==> src/rtl/vending_pkg.sv <==
// Shared vending definitions: FSM state encodings (also the State_out convention)
// and coin values expressed in nickels.
package vending_pkg;

    typedef enum logic [2:0] {
        ST_IDLE        = 3'd0,
        ST_DISP_DIME   = 3'd1,
        ST_DISP_NICKEL = 3'd2,
        ST_DONE        = 3'd3,
        ST_FAULT       = 3'd4
    } pay_state_e;

    localparam int NICKEL_VAL = 1;
    localparam int DIME_VAL   = 2;

endpackage

==> src/rtl/payout_watchdog.sv <==
// Ack watchdog for the coin payout FSM: counts DISP cycles without an Ack and
// flags expiry on the cycle the count would reach TIMEOUT.
module payout_watchdog #(
    parameter int TIMEOUT = 15
) (
    input  logic clk,
    input  logic reset,
    input  logic clr_i,
    input  logic en_i,
    output logic expired_o
);

    localparam int CW = $clog2(TIMEOUT + 1);

    logic [CW-1:0] cnt_q, cnt_d;

    // Combinational so the FSM can leave DISP on the very cycle the limit is hit.
    assign expired_o = en_i && (cnt_q == CW'(TIMEOUT - 1));

    always_comb begin
        cnt_d = cnt_q;
        if (clr_i)
            cnt_d = '0;
        else if (en_i)
            cnt_d = cnt_q + CW'(1);
    end

    always_ff @(posedge clk or posedge reset) begin
        if (reset)
            cnt_q <= '0;
        else
            cnt_q <= cnt_d;
    end

endmodule

==> src/rtl/vending_coin_payout.sv <==
// Coin-payout transmitter: pays Amount nickels as dimes first, then at most one
// nickel, one Ack per coin. Optional Ack watchdog under PAYOUT_TIMEOUT_EN.
module vending_coin_payout
    import vending_pkg::*;
#(
    parameter int AMT_W   = 4,
    parameter int TIMEOUT = 15
) (
    input  logic             clk,
    input  logic             reset,
    input  logic             Req,
    input  logic [AMT_W-1:0] Amount,
    input  logic             Ack,
    output logic             Nickel,
    output logic             Dime,
    output logic             Busy,
    output logic             Done,
    output logic             Fault,
    output logic [2:0]       State_out
);

    localparam logic [AMT_W-1:0] DIME_N   = AMT_W'(DIME_VAL);
    localparam logic [AMT_W-1:0] NICKEL_N = AMT_W'(NICKEL_VAL);

    pay_state_e       state_q, state_d;
    logic [AMT_W-1:0] rem_q, rem_d;
    logic [AMT_W-1:0] rem_after_dime;
    logic             in_disp;
    logic             wdog_expired;

    assign rem_after_dime = rem_q - DIME_N;
    assign in_disp        = (state_q == ST_DISP_DIME) || (state_q == ST_DISP_NICKEL);

`ifdef PAYOUT_TIMEOUT_EN
    logic fault_q;

    payout_watchdog #(.TIMEOUT(TIMEOUT)) u_wdog (
        .clk       (clk),
        .reset     (reset),
        .clr_i     (!in_disp || Ack),
        .en_i      (in_disp && !Ack),
        .expired_o (wdog_expired)
    );

    always_ff @(posedge clk or posedge reset) begin
        if (reset)
            fault_q <= 1'b0;
        else
            fault_q <= (state_d == ST_FAULT);
    end

    assign Fault = fault_q;
`else
    logic unused_timeout;

    assign unused_timeout = ^TIMEOUT ^ in_disp;
    assign wdog_expired   = 1'b0;
    assign Fault          = 1'b0;
`endif

    always_comb begin
        state_d = state_q;
        rem_d   = rem_q;
        case (state_q)
            ST_IDLE: begin
                if (Req) begin
                    rem_d = Amount;
                    if (Amount == '0)
                        state_d = ST_DONE;
                    else if (Amount >= DIME_N)
                        state_d = ST_DISP_DIME;
                    else
                        state_d = ST_DISP_NICKEL;
                end
            end
            ST_DISP_DIME: begin
                if (Ack) begin
                    rem_d = rem_after_dime;
                    if (rem_after_dime >= DIME_N)
                        state_d = ST_DISP_DIME;
                    else if (rem_after_dime == NICKEL_N)
                        state_d = ST_DISP_NICKEL;
                    else
                        state_d = ST_DONE;
                end else if (wdog_expired) begin
                    state_d = ST_FAULT;
                end
            end
            ST_DISP_NICKEL: begin
                if (Ack) begin
                    rem_d   = '0;
                    state_d = ST_DONE;
                end else if (wdog_expired) begin
                    state_d = ST_FAULT;
                end
            end
            ST_DONE:  state_d = ST_IDLE;
            ST_FAULT: state_d = ST_FAULT;   // only reset leaves FAULT
            default:  state_d = ST_IDLE;
        endcase
    end

    // Moore outputs are registered from the next state so they line up with state_q.
    always_ff @(posedge clk or posedge reset) begin
        if (reset) begin
            state_q   <= ST_IDLE;
            rem_q     <= '0;
            Dime      <= 1'b0;
            Nickel    <= 1'b0;
            Busy      <= 1'b0;
            Done      <= 1'b0;
            State_out <= 3'd0;
        end else begin
            state_q   <= state_d;
            rem_q     <= rem_d;
            Dime      <= (state_d == ST_DISP_DIME);
            Nickel    <= (state_d == ST_DISP_NICKEL);
            Busy      <= (state_d != ST_IDLE);
            Done      <= (state_d == ST_DONE);
            State_out <= state_d;
        end
    end

endmodule

==> config.mk <==
export PLATFORM = sky130hd
export DESIGN_NAME = vending_coin_payout
export DESIGN_NICKNAME = d
export VERILOG_FILES = /design/src/rtl/vending_pkg.sv /design/src/rtl/payout_watchdog.sv /design/src/rtl/vending_coin_payout.sv
export SDC_FILE = /design/constraint.sdc
export NUM_CORES = 1
export LEC_CHECK = 0
export ABC_CLOCK_PERIOD_IN_PS = 2100
export CAP_MARGIN = 10
export CORE_MARGIN = 10
export CORE_UTILIZATION = 39
export CTS_CLUSTER_SIZE = 20
export DETAILED_ROUTE_END_ITERATION = 6
export PLACE_DENSITY = 0.67
export SETUP_SLACK_MARGIN = 0.5
export SYNTH_ARGS = -nofsm -noshare
export SYNTH_HDL_FRONTEND = slang
export SYNTH_HIERARCHICAL = 1
export SYNTH_SLANG_ARGS = --single-unit
==> constraint.sdc <==
create_clock -name clk -period 2.1 [get_ports clk]
set_input_delay 0.42 -clock clk [delete_from_list [all_inputs] [get_ports clk]]
set_output_delay 0.42 -clock clk [all_outputs]
set_load 0.005 [all_outputs]
Word-level counts from Yosys, hierarchy flattened
Cells that the tools add are included.
{ "totals": {"mem_count": 0, "in_bits": 8, "ff_bits": 11, "rom_bits": 0, "mem_bits_rw": 0, "latch_bits": 0, "word_cells": 36, "out_inout_bits": 8} }
{ "op_classes": {"reduce_logical": 5, "n_lt_le_gt_ge": 2, "shifts": 0, "mul": 0, "addsub": 1, "div": 0, "muxes": 12, "n_eq_ne": 10, "bitwise": 0} }
{ "ops": {"columns": ["op", "count"], "rows": [
  ["$mux W4", 3],
  ["$pmux W3 S4", 1],
  ["$pmux W4 S3", 1],
  ["$eq A3 B2 Y1 const B", 3],
  ["$mux W3", 3],
  ["$ge A4 B2 Y1 const B", 2],
  ["$eq A3 B1 Y1 const B", 2],
  ["$mux W2", 3],
  ["$ne A2 B2 Y1 const B", 3],
  ["$reduce_bool A3 Y1", 2],
  ["$eq A4 B1 Y1 const B", 1],
  ["$logic_not A4 Y1", 1],
  ["$reduce_and A4 Y1", 1],
  ["$sub A4 B2 Y4 const B", 1],
  ["$eq A3 B3 Y1 const B", 1],
  ["$logic_not A3 Y1", 1],
  ["$mux W1", 1]
]} }

Longest topological paths before layout
Gate-level depths: netlist of the first run.
{ "logic_depth": {"depth_word": 7, "ltp_mapped": 7, "depth_no_buf": 7} }

Worst setup path after synthesis of the first run
No wires, ideal clock.
{ "synth_timing": {"kind": "register to register", "startpoint": "register state_q[1]", "endpoint": "register rem_q[2]", "arrival_time_ps": 1451, "path_slack_ps": 522, "period_less_slack_ps": 1578, "path_buffers": 2, "required_ps": 1973, "setup_ps": 127, "stages_incl_launch_ff": 7, "path_cell_list": "dfrtp_1 > buf_6 > or3b_1 > buf_2 > o32a_2 > a211oi_1 > a21oi_1"} }
{ "synth_between": {"elab_chain_cells": 3, "word_cells_on_any_way": 9, "classes_between": "5 x eq/ne; 1 x mux; 3 x reduce/logical"} }
{ "synth_rtl": {"columns": ["item", "line", "rtl"], "rows": [
  ["start: declaration", "vending_coin_payout.sv:25", "pay_state_e state_q, state_d;"],
  ["start signal: assignment", "vending_coin_payout.sv:114", "state_q <= state_d;"],
  ["$eq A3 B2 Y1 (tied with other cells)", "vending_coin_payout.sv:64", "case (state_q)"],
  ["$ne A2 B2 Y1 (no source line) or $reduce_bool A3 Y1 (tied branches)", null, null],
  ["$reduce_and A4 Y1 (no source line)", null, null],
  ["end signal: assignment", "vending_coin_payout.sv:115", "rem_q <= rem_d;"],
  ["end: declaration", "vending_coin_payout.sv:26", "logic [AMT_W-1:0] rem_q, rem_d;"]
]} }
Several ways; a longest one is shown, not always the timed one.
A chain may end at the register's enable or synchronous reset.

Worst setup path in the final report of the first run
{ "layout_timing": {"startpoint": "input Ack", "endpoint": "register Busy"} }
{ "layout_between": {"elab_chain_cells": 3, "word_cells_on_any_way": 4, "classes_between": "3 x mux; 1 x reduce/logical"} }
{ "layout_rtl": {"columns": ["item", "line", "rtl"], "rows": [
  ["start: declaration", "vending_coin_payout.sv:13", "input logic Ack,"],
  ["$mux W3, on equally long branches", "vending_coin_payout.sv:90, vending_coin_payout.sv:77", null],
  ["$pmux W3 S4 *", "vending_coin_payout.sv:64", null],
  ["via state_d[0]", "vending_coin_payout.sv:25", null],
  ["$reduce_bool A3 Y1 *", "vending_coin_payout.sv:118", "Busy <= (state_d != ST_IDLE);"],
  ["end signal: assignment", "vending_coin_payout.sv:118", null],
  ["end: declaration", "vending_coin_payout.sv:16", "output logic Busy,"]
]} }
The timed path passes the listed nets; every way through them passes the cells marked *.

==> results.md, run 1 <==
* Leak at 0.000433 uW
* Post-Synth Simple-Gate Area at 0.215
* Tcrit/Tclk final at 0.755
* Routed Antenna Nets at 0
* GP Congestion at 0.786
* RSZ-0062 raised after global routing: true
* Setup crit end kind: flip-flop
* VDD IR max at 0.820 mV
* Synth warn at 6
* Fmax at 631 MHz
* Distinct cells, synth at 33
* Vias in the first global route at 465
* Synth Instances at 60
* Row cnt at 14
* Async set or reset register ratio after synthesis at 1.00
* Hold Crit Class: primary input to asynchronous set/reset pin
* Clock-pin slew of the registers on the worst-case setup and hold paths at 0.07 ns
* CTS sink cnt at 11
* Total Negative Setup Slacks at 0 ns
* Initial antenna violation count at 0
* PortBufs at 14
* Number of flops mapped to enable cells by yosys at 0
* Area growth from synthesis to layout at 46.4%
* Avg Inst Size Synth at 9.88 sq um
* Total GRT Usage at 0.0780
* N_diodes at 0
* Largest net degree at the start of global routing at 12
* Maxcap violations at 0
* Initial DRC Count at 3
* Cell Area, Synth at 593 sq um
* Layout cells sized above 1 at 0.333
* Fin. max-slew vios at 0
* Die Span X at 59.0 um
* CTS Buffer Depth at 2
* CP required at 2.26 ns
* DRC at 0
* Final Hold Fails at 0
* I/O pins at 16
* First-pass GRT wire length at 2.06 mm
* Via/cell ratio at 5.28
* Syn_nets at 69
* Most used DFF post-synth: dfrtp_1
* Core ar. at 1470 sq um
* Crit path max fanout at 4
* # nets final at 91
* Worst Setup Slack, final at 0.515 ns
* Die area at 3480 sq um
* Drt pass-1 iters at 4
* Skew final at 0.00334 ns
* Hpwl dp at 982 um
* Filler cell count at 136
* Xor/xnor share of the synthesized area at 0.0295
* Status: finished, final reports clean
* H-tree Lvls at 1
* Setup CP Type: primary input to flip-flop
* Pre-CTS setup slack at 0.0323 ns
* Adder-cell share of the synthesized area at 0.0211
* DR WL/cell at 13.8 um
* CTS tree: yes
* DR vias at 512
* Final wirelength at 1.34 mm
* Initial core utilization at 0.403
* Flops & latches, synth at 11
* Critical Path Source Type: primary input
* CTS Hold Buffers Added at 0
* Final setup vio count at 0
* Power Density at 1420 nW/um^2
* Vert. Die Dim at 59.0 um
* Arrival time at the worst endpoint at 1.75 ns
* Mux cell area share after synthesis at 0.0169
* Clock Latency Late Sink at 0.27 ns
* GR Overflow Total at 0
* Compound-gate portion of the synthesized area at 0.162
* Combinational family with the most area after synthesis: simple AND/OR/NAND/NOR gates
* Num CTS Buffers at 3
* Post-synthesis sequential area ratio at 0.464
* Clock Tree Root: clkbuf_4
* Fin crit period at 1.59 ns
repair_timing:
item	in CTS	in global routing
resized for setup	7	12
pin swaps	1	3
buffers inserted	5	2
setup endpoints to repair	8	8
hold endpoints to repair	0	0
logic make-up (layout without fill, tap and decap cells):
group / Yosys count / after routing
DFF: 11 / 11
adders and majority gates: 1 / 1
muxes: 1 / 1
AOI/OAI and AO/OA: 15 / 15
xor gates and xnor gates: 2 / 2
other: 1 / 1
and+or+nand+nor: 20 / 20
buffers and inverters: 9 / 30
per-stage QoR:
stage          instances  utilization  power [uW]  cell area [sq um]  hold slack (ns)
2_1_floorplan         60            -         758                593            0.272
3_3_place_gp          86        0.491         903                722            0.509
3_5_place_dp          86        0.491         915                722            0.518
4_1_cts               95        0.543        1110                800            0.457
5_1_grt               97        0.590        1330                868            0.464
6_report              97        0.590        1230                868            0.438
power breakdown:
part / internal, uW / switching (uW) / leakage, uW / total (uW)
registers: 305 / 45.4 / 0.000132 / 350
logic: 404 / 329 / 0.000286 / 733
clock network: 73.7 / 72.4 / 0.0000150 / 146
cells in the final DEF, fill, tap and decap left out, types with 2 or more instances in the layout:
| cell type | netlist | final |
|---|---|---|
| inv_1 | 5 | 5 |
| and2_1 | 3 | 3 |
| buf_4 | 2 | 7 |
| clkdlybuf4s50_1 | 0 | 7 |
| dlymetal6s2s_1 | 0 | 5 |
| nor2_1 | 5 | 5 |
| clkbuf_4 | 0 | 3 |
| dfrtp_1 | 11 | 8 |
| dlygate4sd2_1 | 0 | 2 |
| a21oi_1 | 5 | 4 |
| dfrtp_2 | 0 | 3 |
| o21ai_0 | 2 | 2 |
cells in the mapped netlist, types with 2 or more instances:
| cell | count | area, sq um |
|---|---|---|
| dfrtp_1 | 11 | 275 |
| nor2_1 | 5 | 18.8 |
| a211oi_1 | 2 | 15.0 |
| and2_1 | 3 | 18.8 |
| o21ai_0 | 2 | 10.0 |
| buf_4 | 2 | 15.0 |
| a21oi_1 | 5 | 25.0 |
| inv_1 | 5 | 18.8 |
per-layer routing:
metal	global-route usage	up-vias	wire length [um]
met2	0.122	20	625
li1	-	244	-
met3	0.0429	5	101
met1	0.0791	243	566
met4	0.0492	0	43
met5	0	-	0
flip-flops by register name (all words and copies together), names as in the netlist:
name,count
rem_q,4
state_q,3
Done,1
Nickel,1
Busy,1
Dime,1
worst max-delay path: stages:
cell	delay, ns
clkdlybuf4s50_1	0.53
and3_4	0.21
a31oi_1	0.09
a21oi_2	0.14
inv_1	0.07
or2_2	0.28
final cells by class:
cell class              count  area (sq um)  share of cell area
clock buffers               4          26.3              0.0303
inverters                   5          18.8              0.0216
multi-input cells          40           322               0.370
flip-flops and latches     11           279               0.321
well taps                  16          20.0              0.0231
repair buffers             21           203               0.233
path summary, 6_finish.rpt:
kind	startpoint	end	slack, ns	cells after the start
max in group asynchronous	reset	state_q[2]$_DFF_PP0_	1.34	2
min in group clk	Amount[3]	rem_q[3]$_DFFE_PP0P_	0.52	3
setup reg to reg	rem_q[1]$_DFFE_PP0P_	Busy$_DFF_PP0_	0.53	7
hold / removal	reset	Busy$_DFF_PP0_	0.44	2
hold reg to reg	rem_q[2]$_DFFE_PP0P_	rem_q[2]$_DFFE_PP0P_	0.55	2
setup / recovery	Ack	Busy$_DFF_PP0_	0.51	6
Note: power is estimated with default switching activity, not from simulation.
==> inputs of run 2 (changes only) <==
ABC_CLOCK_PERIOD_IN_PS = 1350   (was 2100)
PLACE_DENSITY = 0.69   (was 0.67)
clock period = 1.35 ns   (was 2.1 ns; I/O delays follow)
==> run 2 against run 1 <==
  * The flow now finishes with violations (negative setup slack)
  * Global-route usage grew 2.3 points
  * Via count grew 13%
  * Count of clock-buffer cells in the layout is the same
  * Non-clock buffer count grew 13
  * Critical path type unchanged
  * Critical endpoint unchanged
==> results.md, run 2 (synthesized netlist as in run 1, its figures left out) <==
* Status: finished with violations
* Failing checks: negative setup slack
* Routed Antenna Nets at 0
* Vert. Die Dim at 59.0 um
* Maxcap violations at 0
* CTS sink cnt at 11
* Commonest non-fill, non-tap cell in the layout: buf_4
* Fin crit period at 1.52 ns
* I/O pins at 16
* VDD IR max at 1.18 mV
* Met2 Use GR at 0.165
* Max reg flops at 4
* Vias in the first global route at 603
* Largest registers: rem_q x4, state_q x3
* DR WL/cell at 15.1 um
* Total GRT Usage at 0.101
* Most frequent cells in the layout: 13 x buf_4, 11 x dfrtp_1, 10 x buf_6
* Arrival time at the worst endpoint at 1.69 ns
* CTS Buffer Depth at 2
* Power Density at 2330 nW/um^2
* GP Congestion at 0.729
* Critical Path Slowest Stage Cell: clkdlybuf4s50_1
* Met3 Track Usage GR at 0.0193
* Crit path max fanout at 3
* Most flops, register: rem_q
* DRC at 0
* Initial antenna violation count at 0
* Setup CP Type: primary input to flip-flop
* Tcrit/Tclk final at 1.13
* Initial core utilization at 0.403
* Fin. max-slew vios at 0
* Critical Path, Cell by Cell: clkdlybuf4s50_1 -> nor4b_2 -> nand3_1 -> a21oi_1 -> inv_1 -> or2_4
* Inst Count DP at 101
* Via/cell ratio at 5.25
* Hold Crit Class: primary input to asynchronous set/reset pin
* Most Used Layer, Global Route: met2
* # nets final at 104
* Setup crit end kind: flip-flop
* Largest net degree at the start of global routing at 12
* Die area at 3480 sq um
* Met1 usage at 0.114
* Initial DRC Count at 17
* Clock Latency Late Sink at 0.28 ns
* Final setup vio count at 9
* Worst Setup Slack, final at -0.173 ns
* N_diodes at 0
* Non-filler cells, final at 110
* Area growth from synthesis to layout at 66.5%
* Critical Path Source Type: primary input
* CP required at 1.52 ns
* Fmax at 656 MHz
* Skew final at 0.00279 ns
* RSZ-0062 raised after global routing: true
* GR Overflow Total at 0
* Final Hold Fails at 0
* Leak at 0.000463 uW
* CTS tree: yes
* PortBufs at 14
* Row cnt at 14
* Num CTS Buffers at 3
* Layout cells sized above 1 at 0.500
* Final wirelength at 1.66 mm
* Final Util at 0.671
* Hpwl dp at 1.18 mm
* Die Span X at 59.0 um
* Core ar. at 1470 sq um
* Clock-pin slew of the registers on the worst-case setup and hold paths at 0.07 ns
* Drt pass-1 iters at 4
* DR vias at 578
* CTS Hold Buffers Added at 0
* Clock Tree Root: clkbuf_4
* First-pass GRT wire length at 2.69 mm
* Slowest stage delay, CP at 0.45 ns
* H-tree Lvls at 1
## run 2: changes by cell type in the layout (fill, tap and decap cells not counted), sizes merged
| cell | before | now |
|---|---|---|
| buf | 7 | 27 |
| dlygate4sd2 | 2 | 0 |
| dlymetal6s2s | 5 | 0 |
## run 2: layout make-up
type	instances	area [sq um]
Timing Repair Buffer	34	300
Sequential cell	11	275
Tap cell	16	20.0
Multi-Input combinational cell	40	347
Inverter	5	18.8
Clock buffer	4	26.3
Fill cell	124	484
## run 2: path summary, 6_finish.rpt
path | to | slack [ns] | startpoint | cells after the start
worst min register to register | rem_q[2]$_DFFE_PP0P_ | 0.55 | rem_q[2]$_DFFE_PP0P_ | 2
worst min-delay path | rem_q[3]$_DFFE_PP0P_ | 0.28 | reset | 2
min in group clk | rem_q[2]$_DFFE_PP0P_ | 0.55 | rem_q[2]$_DFFE_PP0P_ | 2
max in group asynchronous | state_q[1]$_DFF_PP0_ | 0.77 | reset | 2
worst max register to register | Busy$_DFF_PP0_ | -0.17 | rem_q[1]$_DFFE_PP0P_ | 7
worst max-delay path | Busy$_DFF_PP0_ | -0.17 | Amount[3] | 6
## run 2: timing repair
| item | CTS | global route |
|---|---|---|
| setup buffers | 4 | 1 |
| resized for setup | 45 | 1 |
| pin swaps | 6 | 0 |
| setup endpoints to repair | 18 | 18 |
## run 2: metal layers
layer	wire length, um	part of all wire
met1	668	0.40
met2	870	0.53
met3	67	0.040
met4	51	0.031
met5	0	0
## run 2: worst max-delay path, delay by kind of cell
kind	cells	cell delay, ns
AND/OR/NAND/NOR	3	0.67
buffers and inverters	2	0.55
AO/OA/AOI/OAI	1	0.19
## run 2: where the power goes
| part | internal (uW) | total [uW] | switching, uW |
|---|---|---|---|
| sequential | 468 | 557 | 89.0 |
| clock | 115 | 236 | 121 |
| combinational | 875 | 1500 | 627 |
## run 2: per-stage QoR
step	power (uW)	hold WS (ns)	setup slack, ns	TNS (ns)	area (sq um)
floorplan	1320	0.122	-0.167	-0.849	629
global placement	1750	0.508	-0.421	-3.02	865
detailed placement	1780	0.519	-0.436	-3.15	865
CTS	2270	0.297	-0.185	-0.776	976
global route	2460	0.322	-0.269	-1.63	987
finish	2300	0.282	-0.173	-0.841	987
==> inputs of run 3 (changes only) <==
SETUP_SLACK_MARGIN = 0.2   (was 0.5)
SKIP_CTS_REPAIR_TIMING = 1   (was unset)
==> run 3 against run 2 <==
  * The flow still finishes with violations (negative setup slack)
  * Clock skew grew 0.00085 ns
  * Critical path depth is the same
  * Wire length shrank 2.7%
  * Count of clock-buffer cells in the layout is the same
  * Highest routed layer unchanged
  * Die area is the same
  * Power shrank 2.7%
  * Largest cell class unchanged
  * Combinational power shrank 4%
  * Largest power group unchanged
  * Clock power grew 3%
  * Flip-flop and latch count is the same
==> results.md, run 3 (synthesized netlist as in run 1, its figures left out) <==
* Largest net degree at the start of global routing at 12
* Filler cell count at 122
* Pint at 1420 uW
* DR vias at 565
* GR Overflow Total at 0
* R2R Setup Slk at -0.17 ns
* PortBufs at 14
* Setup crit end kind: flip-flop
* R2R depth at 7
* Fmax at 656 MHz
* Vert. Die Dim at 59.0 um
* Clock Tree Root: clkbuf_4
* Die area at 3480 sq um
* DRC at 0
* Commonest non-fill, non-tap cell in the layout: buf_4
* Core ar. at 1470 sq um
* Hold Crit Class: primary input to asynchronous set/reset pin
* Clock Latency Late Sink at 0.28 ns
* CP required at 1.52 ns
* Worst hold slack at 0.281 ns
* Fin crit period at 1.52 ns
* Skew final at 0.00365 ns
* Arrival time at the worst endpoint at 1.70 ns
* Hpwl dp at 1.18 mm
* Crit path max fanout at 3
* Largest registers: rem_q x4, state_q x3
* Via/cell ratio at 5.23
* RSZ-0062 raised after global routing: true
* Max reg flops at 4
* VDD IR max at 1.07 mV
* Failing checks: negative setup slack
* Most flops, register: rem_q
* Row cnt at 14
* Die Span X at 59.0 um
* Pre-CTS setup slack at -0.436 ns
* Final wirelength at 1.61 mm
* DR WL/cell at 14.9 um
* Final Hold Fails at 0
* Most frequent cells in the layout: 13 x buf_4, 11 x dfrtp_1, 7 x clkdlybuf4s50_1
* Critical Path Source Type: primary input
* Tcrit/Tclk final at 1.13
* Clock-pin slew of the registers on the worst-case setup and hold paths at 0.08 ns
* Maxcap violations at 0
* Sw Pwr at 811 uW
* CTS tree: yes
* Vias in the first global route at 563
* CTS Buffer Depth at 2
* Status: finished with violations
* GP Congestion at 0.729
* Initial DRC Count at 4
* Setup CP Type: primary input to flip-flop
* CTS sink cnt at 11
* Drt pass-1 iters at 4
* Tot Pwr at 2230 uW
* Non-filler cells, final at 108
* N_diodes at 0
* Initial core utilization at 0.403
* # nets final at 102
* Fin. max-slew vios at 0
* Leak at 0.000510 uW
* Initial antenna violation count at 0
* Inst Count DP at 101
* Reg2reg start: rem_q[1]$_DFFE_PP0P_
* Combinational fraction of design power at 0.644
* Power Density at 2260 nW/um^2
* Num CTS Buffers at 3
* Final setup vio count at 9
* H-tree Lvls at 1
* Total GRT Usage at 0.0922
* Reg2reg end: Busy$_DFF_PP0_
* Worst Setup Slack, final at -0.174 ns
* Sequential power share at 0.248
* Sw Ratio at 0.363
* First-pass GRT wire length at 2.42 mm
* Routed Antenna Nets at 0
* Clock Power Share at 0.109
* I/O pins at 16
* Layout cells sized above 1 at 0.424
* Area growth from synthesis to layout at 66.5%
## run 3: cell type report
cell class | instances | area (sq um) | share of cell area
clock buffers | 4 | 26.3 | 0.0266
well taps | 16 | 20.0 | 0.0203
multi-input cells | 40 | 344 | 0.349
flip-flops and latches | 11 | 275 | 0.279
inverters | 5 | 18.8 | 0.0190
repair buffers | 32 | 303 | 0.307
## run 3: worst max-delay path by stage
stage	start	slack (ns)	to	cells past startpoint
after CTS	rem_q[1]$_DFFE_PP0P_	-0.23	Busy$_DFF_PP0_	7
after global placement	Amount[3]	-0.42	Busy$_DFF_PP0_	6
final	Amount[3]	-0.17	Busy$_DFF_PP0_	6
after floorplan	state_q[1]$_DFF_PP0_	-0.17	rem_q[1]$_DFFE_PP0P_	6
after detailed placement	Amount[3]	-0.44	Busy$_DFF_PP0_	6
after global routing	rem_q[1]$_DFFE_PP0P_	-0.25	Busy$_DFF_PP0_	7
## run 3: power by group through the flow
stage / Clock [uW] / Combinational [uW] / Sequential (uW)
final: 243 / 1440 / 553
after global routing: 262 / 1570 / 568
after CTS: 245 / 1240 / 542
after detailed placement: 0 / 1230 / 546
after global placement: 0 / 1210 / 542
after floorplan: 0 / 783 / 537
## run 3: worst max-delay path: stages
cell and delay, ns:
clkdlybuf4s50_1 0.45, nor4b_2 0.34, nand3_1 0.11, a21oi_1 0.19, inv_1 0.10, or2_4 0.23
## run 3: through the flow
stage / util / instance area (sq um) / TNS, ns
final: 0.671 / 987 / -0.764
after global routing: 0.671 / 987 / -1.46
after CTS: 0.605 / 891 / -1.85
after detailed placement: 0.588 / 865 / -3.15
after global placement: 0.588 / 865 / -3.02
after floorplan: - / 629 / -0.849
## run 3: per-layer routing
layer	wire, um	GRT usage	vias to the layer above
li1	-	-	271
met1	707	0.102	277
met2	823	0.149	12
met3	29	0.0193	5
met4	53	0.0721	0
met5	0	0	-
==> RTL edit 1: new RTL, config.mk and constraints of run 1 <==
Add a define of `PAYOUT_TIMEOUT_EN`.
--- a/src/rtl/vending_coin_payout.sv
+++ b/src/rtl/vending_coin_payout.sv
@@ -1,5 +1,7 @@
 // Coin-payout transmitter: pays Amount nickels as dimes first, then at most one
 // nickel, one Ack per coin. Optional Ack watchdog under PAYOUT_TIMEOUT_EN.
+`define PAYOUT_TIMEOUT_EN
+
 module vending_coin_payout
     import vending_pkg::*;
 #(
Check against the original RTL: no difference found for any inputs over 10 cycles, from zero or initial values and one cycle with reset high; that may be too few to reach the edited logic, so the function may still have changed.
==> RTL edit 1 against run 1 <==
Combinational power up 36%; sequential cell count up 5; wire length up 73%; clock power up 17%; sequential power up 38%; power up 34%; sequential share of layout area down 3.0 points; synthesized cell count up 47%; worst setup slack worse by 0.43 ns; critical path depth up 3; final area up 60%; synthesized area up 47%; highest routed layer unchanged.
==> RTL edit 1: results <==
[clock_network]
cts_setup_buffers = 9
clk_pin_slew_ns = 0.09
worstSkewPairLatency_ns = 0.29

[worst_setup_path]
worstRegToRegCells = 9
path_class = "reg -> reg"
rr_startpoint = "state_q[1]"
max_stage_delay_ns = 0.45
critical_path.top_delay_family = "simple AND/OR/NAND/NOR gates"
r2r_setup_slack_ns = 0.08
cp_max_fo = 3
arrival_ns = 2.19
cp_slowest_cell = "dfrtp_2"

[status]
outcome = "completed"

[pwr]
static-leakage-power_nw = 0.6513
p_sw_share_pct = 36.93
ir_worst_vdd_mv = 0.6810

[grt]
grt_pass1_wl_mm = 3.512
grt_use_met3_pct = 4.298
grtUsageTotal_pct = 10.28
met1_usage_pct = 12.70
grt_util_met2_pct = 14.22
grt_pass1_vias = 762

[yosys]
ys_seq_area_share_pct = 45.78
synth_fp_nets = 99
synth.avg_cell_area_sq_um = 9.939
yosys-top-cells-area = "dfrtp_1, ha_1, a21oi_1"

[routing]
via_per_inst = 5.128
wl_met1_mm = 1.055
routedWlPerCell_microns = 14.79

[cells_and_area]
nets = 140
drive_gt1_share_pct = 39.06
fin_cells = 156
reg_top3 = "rem_q x4, u_wdog/cnt_q x4, state_q x3"
fillers = 176

[sta]
whs_ns = 0.3434
finalClockSkew_ns = 0.002381

[place]
pre_cts_slack_ns = -0.1634
dp_hpwl_mm = 1.485
gp_congestion = 0.8903
RTL edit 1: layout make-up:
cell class / count / area, sq um / share of cell area, %
clock buffer: 4 / 26.28 / 1.897
multi-input combinational: 62 / 531.8 / 38.39
timing repair buffer: 38 / 355.3 / 25.65
inverter: 8 / 33.78 / 2.439
sequential: 16 / 402.9 / 29.09
tap: 28 / 35.03 / 2.529
RTL edit 1: power by group through the flow:
stage               clock network (mW)  logic (mW)  registers [mW]
floorplan                            0       0.443           0.481
global placement                     0       0.698           0.477
detailed placement                   0       0.712           0.480
CTS                              0.175       0.838           0.478
global route                     0.196        1.09           0.497
finish                           0.171       0.994           0.484
RTL edit 1: cells by family after synthesis:
group	count (synthesis)	synth area share, %
xor gates and xnor gates	3	3.005
buffers and inverters	10	5.007
and+or+nand+nor	34	23.89
AOI/OAI and AO/OA	20	15.16
adders and majority gates	3	4.292
DFF	16	45.78
muxes	2	2.861
==> RTL edit 2: new RTL, config.mk and constraints of run 1 <==
Without the edit above. `AMT_W`: 4 -> 6.
--- a/src/rtl/vending_coin_payout.sv
+++ b/src/rtl/vending_coin_payout.sv
@@ -3,7 +3,7 @@
 module vending_coin_payout
     import vending_pkg::*;
 #(
-    parameter int AMT_W   = 4,
+    parameter int AMT_W   = 6,
     parameter int TIMEOUT = 15
 ) (
     input  logic             clk,
Interface: changed (resized Amount); port bits go from 16 to 18. The function was not compared with the original's and may differ.
==> RTL edit 2 against run 1 <==
Sequential cell count is 2 higher; power is 11% higher; synthesized area grew 38%; first-iteration DRC count increased to 15 times the old value; largest power group unchanged; critical path type is now reg -> reg; final area is 29% higher; sequential power increased by 19%; worst setup slack got worse by 0.0064 ns; wire length increased by 57%; global-route usage up 2.3 points; die area grew 24%.
==> RTL edit 2: results <==
[routing]
route.met2.wl_mm = 1.026
vias = 732
wl_met1_microns = 936
via_per_inst = 5.545
routed-wl-met3_microns = 111
routedWlPerCell_microns = 15.93

[yosys]
ys_seq_area_share_pct = 39.88
synth_common_cells = "dfrtp_1, inv_1, a21oi_1, mux2i_1"
ys_types = 41
yosys-top-cells-area = "dfrtp_1, mux2i_1, a2bb2oi_2"
synth.avg_cell_area_sq_um = 10.07
synth.top_cell.area_share_pct = 39.88
synth_fp_nets = 92

[place]
pre_cts_slack_ns = 0.1442
dp_hpwl_mm = 1.505
placed_area_sq_um = 978.4
placed_cells = 120
gp_congestion = 0.8234

[clock_network]
post_cts_resize_count = 5
cts_setup_buffers = 4

[pwr]
static-leakage-power_nw = 0.4807
ir_worst_vdd_mv = 0.7373

[sta]
finalClockSkew_ns = 0.007729
tightest_slew_ns = 0.5006
max_freq_mhz = 628.2

[cells_and_area]
fillers = 171
drive_gt1_share_pct = 26.67
reg_top3 = "rem_q x6, state_q x3"

[grt]
antenna_found_initial = 0
grt_start_max_net_pins = 14
grt_pass1_vias = 712
grt_pass1_wl_mm = 3.436

[worst_setup_path]
r2r_setup_slack_ns = 0.51
worstRegToRegCells = 6
cp-startpoint = "rem_q[1]"
cp_max_fo = 3
arrival_ns = 1.73

[status]
outcome = "completed"
-- RTL edit 2: power by group --
part / switching, mW / internal, mW
clock: 0.0828 / 0.0737
combinational: 0.380 / 0.411
sequential: 0.0711 / 0.346
-- RTL edit 2: metal layers --
| layer | GRT usage, % | vias to the layer above |
|---|---|---|
| li1 | - | 351 |
| met1 | 11.46 | 357 |
| met2 | 16.91 | 20 |
| met3 | 3.051 | 4 |
| met4 | 4.278 | 0 |
| met5 | 0 | - |
-- RTL edit 2: cells by family (layout without fill, tap and decap cells) --
logic type               count (synthesis)  count (layout)  share of synthesized area [%]
AO/OA/AOI/OAI                           25              25                          22.70
XOR/XNOR                                 1               1                          1.074
adder cells (fa/ha/maj)                  1               1                          1.533
buffers and inverters                   10              34                          6.594
flip-flops                              13              13                          39.88
multiplexers                             4               4                          4.908
other                                    1               1                         0.4597
AND/OR/NAND/NOR                         26              26                          22.85
-- RTL edit 2: area by class of cell --
cell class,count,area [sq um],share of cell area (%)
Clock buffer,4,26.28,2.354
Inverter,6,22.52,2.018
Multi-Input combinational cell,58,474.2,42.49
Sequential cell,13,329.1,29.48
Tap cell,27,33.78,3.027
Timing Repair Buffer,24,230.2,20.63
-- RTL edit 2: worst min path at each step --
stage          startpoint        to  slack, ns  cells after the start
2_1_floorplan       reset      Busy       0.30                      1
3_3_place_gp     rem_q[5]  rem_q[5]       0.53                      1
3_5_place_dp     rem_q[5]  rem_q[5]       0.53                      1
4_1_cts             reset  rem_q[3]       0.47                      2
5_1_grt             reset  rem_q[5]       0.49                      2
6_report            reset  rem_q[3]       0.45                      2
-- RTL edit 2: critical path, stage by stage (launching register included) --
cell	delay, ns
dfrtp_1	0.39
inv_2	0.08
ha_4	0.26
and4bb_1	0.22
nand4_1	0.17
a2bb2oi_2	0.23
o211ai_1	0.11
